### config.mk
export PLATFORM = sky130hd
export DESIGN_NAME = irq_ctrl
export DESIGN_NICKNAME = d
export VERILOG_FILES = /design/src/rtl/irq_ctrl.sv
export SDC_FILE = /design/constraint.sdc
export NUM_CORES = 1
export LEC_CHECK = 0
export ABC_AREA = 1
export CAP_MARGIN = 30
export CORE_AREA = 2 2 59 61
export CTS_CLUSTER_DIAMETER = 40
export DETAILED_ROUTE_END_ITERATION = 7
export DIE_AREA = 0 0 61 63
export PLACE_DENSITY_LB_ADDON = 0.3
export SLEW_MARGIN = 20
export SYNTH_ARGS = -nofsm -noshare
export SYNTH_HDL_FRONTEND = slang
export SYNTH_SLANG_ARGS = --single-unit
### constraint.sdc
create_clock -name Clk -period 0.8 [get_ports Clk]
set_input_delay 0.12 -clock Clk [delete_from_list [all_inputs] [get_ports Clk]]
set_output_delay 0.12 -clock Clk [all_outputs]
set_load 0.005 [all_outputs]
### src/rtl/irq_ctrl.sv
// -----------------------------------------------------------------------------
// irq_ctrl -- memory-mapped interrupt controller, one 16-byte bus slot.
//
// Each src input is a Clk-synchronous event line. A rising edge sets a sticky
// PEND bit. That bit is masked by EN to drive irq_vec, the summary irq, and a
// priority-encoded id in which channel 0 has the highest priority.
//
// Register map (A = addr[3:2]):
//   0 PEND  R/W1C  writing 1 clears a bit; writing 0 has no effect
//   1 EN    R/W
//   2 ID    RO     {irq, zeros, id[ID_W-1:0]}
//   3 RAW   RO     registered copy of src
//
// Optional feature (macro IRQ_CTRL_RD_CLR_EN):
//   Defined   : a read of ID (RE && A==2) while irq is high clears PEND[id].
//   Undefined : reads have no side effects and RE is ignored.
//
// Ports:
//   Clk      in   1     system clock; all state changes on its rising edge
//   Rst      in   1     synchronous, active-high reset
//   src      in   N_CH  event inputs; a rising edge is one event
//   A        in   2     register select
//   WE       in   1     write strobe, asserted for one cycle per write
//   RE       in   1     read strobe (used only by acknowledge-on-read)
//   InData   in   32    write data; bits at or above N_CH are ignored
//   OutData  out  32    read data, combinational on A; unused upper bits are 0
//   irq_vec  out  N_CH  PEND & EN
//   irq      out  1     |irq_vec
// -----------------------------------------------------------------------------
module irq_ctrl #(
  parameter int N_CH = 4,
  parameter int ID_W = 5
) (
  input  logic            Clk,
  input  logic            Rst,
  input  logic [N_CH-1:0] src,
  input  logic [1:0]      A,
  input  logic            WE,
  input  logic            RE,
  input  logic [31:0]     InData,
  output logic [31:0]     OutData,
  output logic [N_CH-1:0] irq_vec,
  output logic            irq
);

  localparam logic [1:0] A_PEND = 2'd0;
  localparam logic [1:0] A_EN   = 2'd1;
  localparam logic [1:0] A_ID   = 2'd2;
  localparam logic [1:0] A_RAW  = 2'd3;

  logic [N_CH-1:0] src_q;
  logic [N_CH-1:0] pend;
  logic [N_CH-1:0] en;
  logic [N_CH-1:0] rise;
  logic [N_CH-1:0] wr_clr;
  logic [N_CH-1:0] rd_clr;
  logic [ID_W-1:0] id;
  logic            en_wr;

  // One event per low-to-high transition. A line held high does not re-fire.
  assign rise    = src & ~src_q;
  assign wr_clr  = (WE && A == A_PEND) ? InData[N_CH-1:0] : '0;
  assign en_wr   = WE && (A == A_EN);
  assign irq_vec = pend & en;
  assign irq     = |irq_vec;

  // Priority encoder. The loop runs downward, so the lowest set index is the
  // last assignment and wins.
  // NOTE: every always_comb output gets a default first; without it a path
  // that does not assign the output infers a latch.
  always_comb begin
    id = '0;
    for (int i = N_CH - 1; i >= 0; i--) begin
      if (irq_vec[i]) id = ID_W'(i);
    end
  end

`ifdef IRQ_CTRL_RD_CLR_EN
  // Acknowledge-on-read: reading ID while irq is high retires the channel
  // whose id the CPU is reading.
  always_comb begin
    rd_clr = '0;
    if (RE && A == A_ID && irq) rd_clr = N_CH'(1) << id;
  end
`else
  assign rd_clr = '0;
`endif

  // RE has no function without acknowledge-on-read. The bits of InData at or
  // above N_CH are don't-care. Both are collected here so they count as used.
  logic unused_ok;
  assign unused_ok = ^{RE, InData};

  // NOTE: sequential state uses non-blocking assignments, so every register
  // samples its inputs from before the edge and simulation matches hardware.
  // NOTE: the reset is synchronous and is tested first, so it overrides any
  // write or event in the same cycle. All state is flops, with no RAM.
  always_ff @(posedge Clk) begin
    if (Rst) begin
      src_q <= '0;
      pend  <= '0;
      en    <= '0;
    end else begin
      src_q <= src;
      // OR-ing rise in after the clear means a set wins over a same-cycle
      // clear, so no event is lost.
      pend  <= (pend & ~(wr_clr | rd_clr)) | rise;
      if (en_wr) en <= InData[N_CH-1:0];
    end
  end

  // Read mux. Writes to ID and RAW have no decode above, so they are dropped.
  always_comb begin
    OutData = '0;
    case (A)
      A_PEND: OutData[N_CH-1:0] = pend;
      A_EN:   OutData[N_CH-1:0] = en;
      A_ID: begin
        OutData[31]       = irq;
        OutData[ID_W-1:0] = id;
      end
      A_RAW:  OutData[N_CH-1:0] = src_q;
      default: OutData = '0;
    endcase
  end

endmodule

Yosys cells after proc, flatten, opt, wreduce, memory -nomap -nowiden
Cells that the tools add are included.
W data, S select, Z words.
{ "word_totals": {"register_bits": 12, "input_bits": 42} }
{ "op_classes": {"eq_ne": 3, "n_mux": 8, "n_bitwise": 6, "reduce_logical": 4} }
{ "op_table": {"columns": ["operator", "n"], "rows": [
  ["$pmux W4 S4", 1],
  ["$and A4 B4 Y4", 3],
  ["$mux W5", 2],
  ["$not A4 Y4", 2],
  ["$eq A2 B2 Y1 const B", 2],
  ["$mux W2", 2],
  ["$mux W4", 1],
  ["$or A4 B4 Y4", 1],
  ["$reduce_or A4 Y1", 1],
  ["$eq A2 B1 Y1 const B", 1],
  ["$logic_and A1 B1 Y1", 2],
  ["$logic_not A2 Y1", 1],
  ["$mux W1", 2]
]} }

Longest topological paths before layout
{ "logic_depth": {"word_depth": 6, "ltp_mapped": 6} }

Worst setup path before layout
OpenSTA, ideal clock, no wires.
{ "synth_timing": {"path_type": "reg2out", "startpoint": "reg pend[3]", "endpoint": "out OutData[0]", "arrival_ps": 723, "required_ps": 680, "path_slack_ps": -43, "stages_incl_launch_ff": 7, "path_cell_list": "dfxtp_1 nand2_1 inv_1 nand2_1 nand2_1 nand2_1 a21oi_2"} }
{ "synth_via": {"elab_chain_len": 6} }
{ "synth_lines": {"columns": ["item", "line", "text"], "rows": [
  ["start, declared", "52", "logic [N_CH-1:0] pend;"],
  ["start signal, assigned", "107", "pend <= (pend & ~(wr_clr | rd_clr)) | rise;"],
  ["$and A4 B4 Y4", "64", "assign irq_vec = pend & en;"],
  ["net irq_vec[3]", "42", "output logic [N_CH-1:0] irq_vec,"],
  ["$mux W2 (2 in a row)", "74", "if (irq_vec[i]) id = ID_W'(i);"],
  ["$mux W5 (2 in a row)", "74", null],
  ["$pmux W4 S4", "115", "case (A)"],
  ["end, declared", "41", "output logic [31:0] OutData,"]
]} }
The timed path passes the listed nets, and every way through them passes these cells.

Worst setup path in the final report
{ "layout_timing": {"startpoint": "reg en[0]", "endpoint": "out OutData[0]"} }
{ "layout_via": {"elab_chain_len": 3} }
{ "layout_lines": {"columns": ["item", "line", "text"], "rows": [
  ["start, declared", "53", "logic [N_CH-1:0] en;"],
  ["start signal, assigned", "108", "if (en_wr) en <= InData[N_CH-1:0];"],
  ["$and A4 B4 Y4", "64", null],
  ["$mux W5", "74", null],
  ["$pmux W4 S4 *", "115", null]
]} }
Mark *: on every way between the ends. The rest lies on a longest branch, timed or not.

==> results.md <==
- Final Cell Area: 1314 um2
- Initial antenna violation count: 0
- First-pass GRT wire length: 2904 um
- Met2 Track Usage GR: 15.86%
- Nets@finish: 221
- Fill cell count: 357
- Reg2Reg Capture Point: en[3]$_SDFFE_PP0P_
- GRT met1 Usage: 12.41%
- CP max-delay cell: dfxtp_2
- Top Ports: 79
- GRT Total Usage: 10.42%
- Pleak: 0.7040 nW
- Critical path class: reg -> out
- Top delay family on crit path: flip-flops
- GRT Residual Overflow: 0
- Synthesis-to-finish area growth: 58.13%
- Failing checks: negative setup slack
- GR Layer Usage met3: 2.484%
- Setup slack after layout: -0.4729 ns
- Final WL: 1994 um
- Final Hold Viols: 0
- Vias: 834
- Min cycle time layout: 1.273 ns
- Final Max Slew Viols: 0
- CTS max path bufs: 2
- Worst Setup End Kind: output port
- Endpoints failing setup: 16
- Max-Cap Viols: 0
- Sinks on Clock Net: 12
- Peak VDD IR: 0.4914 mV
- Mean Syn Cell Area: 6.542 um2
- RSZ-0062 raised after global routing: yes
- Power, Total: 1.434 mW
- PwrDens: 1092 nW/um2
- Gp weighted congestion: 0.7823
- Clk_lat worst skew: 0.27 ns
- Clock Skew: 0.001961 ns
- CP peak stage delay: 0.36 ns
- Critical path arrival: 1.15 ns
- Crit path launch: en[0]$_SDFFE_PP0P_
- Max Freq: 0.7856 GHz
- Storage element area: 252.7 um2
- Worst-path maximum fanout: 2
- Initial Util: 25.71%
- Req. time, crit path: 0.68 ns
- TritonRoute pass-1 iters: 4
- Most used cell, CP: a21oi_2
- Cts bufs inserted: 3
- Setup crit end: OutData[0]
- Antenna Cells: 0
- R2r setup slk: -0.05 ns
- Die span in x: 61 um
- HPWL Detailed: 1515 um
- Crit start category: register
- Number of remaining DRC errors: 0
- Routed WL per cell: 8.942 um
- Dpl ws: -0.9738 ns
- Buf+Inv Stages, Crit Path: 3
- Synth Instances: 127
- Die area: 3843 um2
- Critical path, cell by cell: buf_6, inv_2, a21oi_2, nor2_1, a21oi_2, buf_2
- CTS H-tree depth: 1
- Die Height: 63 um
- Cell Area, Synth: 830.8 um2
- DRT iter0 DRCs: 8
- Root buffer cell: clkbuf_4
- Critical R2R Launch: en[3]$_SDFFE_PP0P_
- GR peak layer: met2
- Seq/Total Area, Yosys: 28.92%
- Crit path depth: 6
- IO Port Bufs: 22
- CORE AREA: 3232 um2
- Part of the cycle the worst path needs: 159.1%
- Fraction of layout cells with a size suffix above 1: 48.59%
- Vias in the first global route: 721
- Run status: finished, violations left
- Register bit total from synthesis: 12
- Dpl cell area: 1166 um2
- Core Util, Final: 40.65%
- Hold WC Path Type: in -> reg
- Yosys warnings: 0
- Largest net degree at the start of global routing: 7
- Antenna Nets Post-Route: 0
- Row Count: 21
- Cells on worst reg2reg path: 5
- Via/cell ratio: 3.740
- Multi-input logic area: 486.7 um2
- CTS tree: done
- Placed Cells incl. Taps: 215
- Post-route insts no fill: 223
- Netlist cell types: 15
- Clock transition at the registers of the reported paths: 0.07 ns
## sequential cells by signal, summed over array words and instances, names as in the netlist
register / cells
pend: 4
en: 4
src_q: 4
## layer usage
metal / wire (um) / part of all wire, %
met2: 1001 / 50
met1: 826 / 41
met5: 0 / 0
met4: 51 / 2.6
met3: 115 / 5.8
## worst reg2reg max path: cells and delay by family (launching register included)
kind            cells  cell delay [ns]
flops               1             0.33
buf+inv             3             0.31
simple gates        1             0.06
compound gates      1             0.04
## metrics by stage
step	TNS [ns]	hold WS, ns
2_1_floorplan	-0.02101	0.2385
3_3_place_gp	-11.88	0.4721
3_5_place_dp	-12.15	0.4827
4_1_cts	-3.843	0.3170
5_1_grt	-4.440	0.3223
6_report	-3.580	0.2889
## cells in the mapped netlist, drive strengths merged
master / instances / share of area, %
nand2: 36 / 17
nand3: 9 / 5.4
dfxtp: 12 / 29
nand4: 1 / 0.75
o211ai: 2 / 1.8
nor2: 12 / 7.5
inv: 19 / 8.6
a21oi: 7 / 4.7
conb: 1 / 0.45
buf: 28 / 25
## repair_timing
item	4_1_cts	5_1_grt
hold buffers	0	0
setup buffers	9	2
endpoints found under the setup margin	18	18
pin swaps	10	10
hold endpoints to repair	0	0
gates resized for setup	74	28
## layout by cell type, fill, tap and decap left out, types with 2 or more instances in the layout
cell             synthesis  routed
nand2_4                  0       2
nor2_4                   2       3
a21oi_1                  6       2
nand2_2                  1      13
clkbuf_4                 0       3
clkdlybuf4s50_1          0       8
nand3_2                  0       3
a21oi_2                  1       5
inv_1                   17       9
inv_2                    2      10
dfxtp_2                  0       7
nand3_1                  9       6
dfxtp_1                 12       4
o211ai_1                 2       2
buf_4                   28      18
clkbuf_2                 0       2
conb_1                   1      27
buf_6                    0      13
nor2_1                   9       9
nand2_1                 35      21
buf_2                    0       6
## worst min-delay path by stage
stage | start | to | slack [ns] | depth (start not counted)
after floorplan | src[0] | src_q[0]$_SDFF_PP0_ | 0.24 | 2
after global placement | src_q[1]$_SDFF_PP0_ | pend[1]$_SDFF_PP0_ | 0.47 | 3
after detailed placement | src_q[1]$_SDFF_PP0_ | pend[1]$_SDFF_PP0_ | 0.48 | 3
after CTS | Rst | en[3]$_SDFFE_PP0P_ | 0.32 | 3
after global routing | WE | pend[2]$_SDFF_PP0_ | 0.32 | 6
final | WE | pend[3]$_SDFF_PP0_ | 0.29 | 6
## cell type report
cell class	instances	area share, %
inverters	19	5.429
clock buffers	3	1.714
repair buffers	49	32.19
well taps	46	4.381
multi-input cells	94	37.05
flip-flops and latches	12	19.24
## where the power goes
group	total, mW	internal (mW)	switching (mW)
combinational	0.406	0.210	0.195
sequential	0.664	0.638	0.0269
clock	0.364	0.174	0.190
## kinds of logic (layout without fill, tap and decap cells)
| kind of cell | count (synthesis) | in the layout | synth area share [%] |
|---|---|---|---|
| flops | 12 | 12 | 28.92 |
| simple gates | 58 | 58 | 30.27 |
| buf+inv | 47 | 71 | 33.89 |
| other cells | 1 | 27 | 0.4514 |
| compound gates | 9 | 9 | 6.476 |
Power figures use the tool's default switching activity.
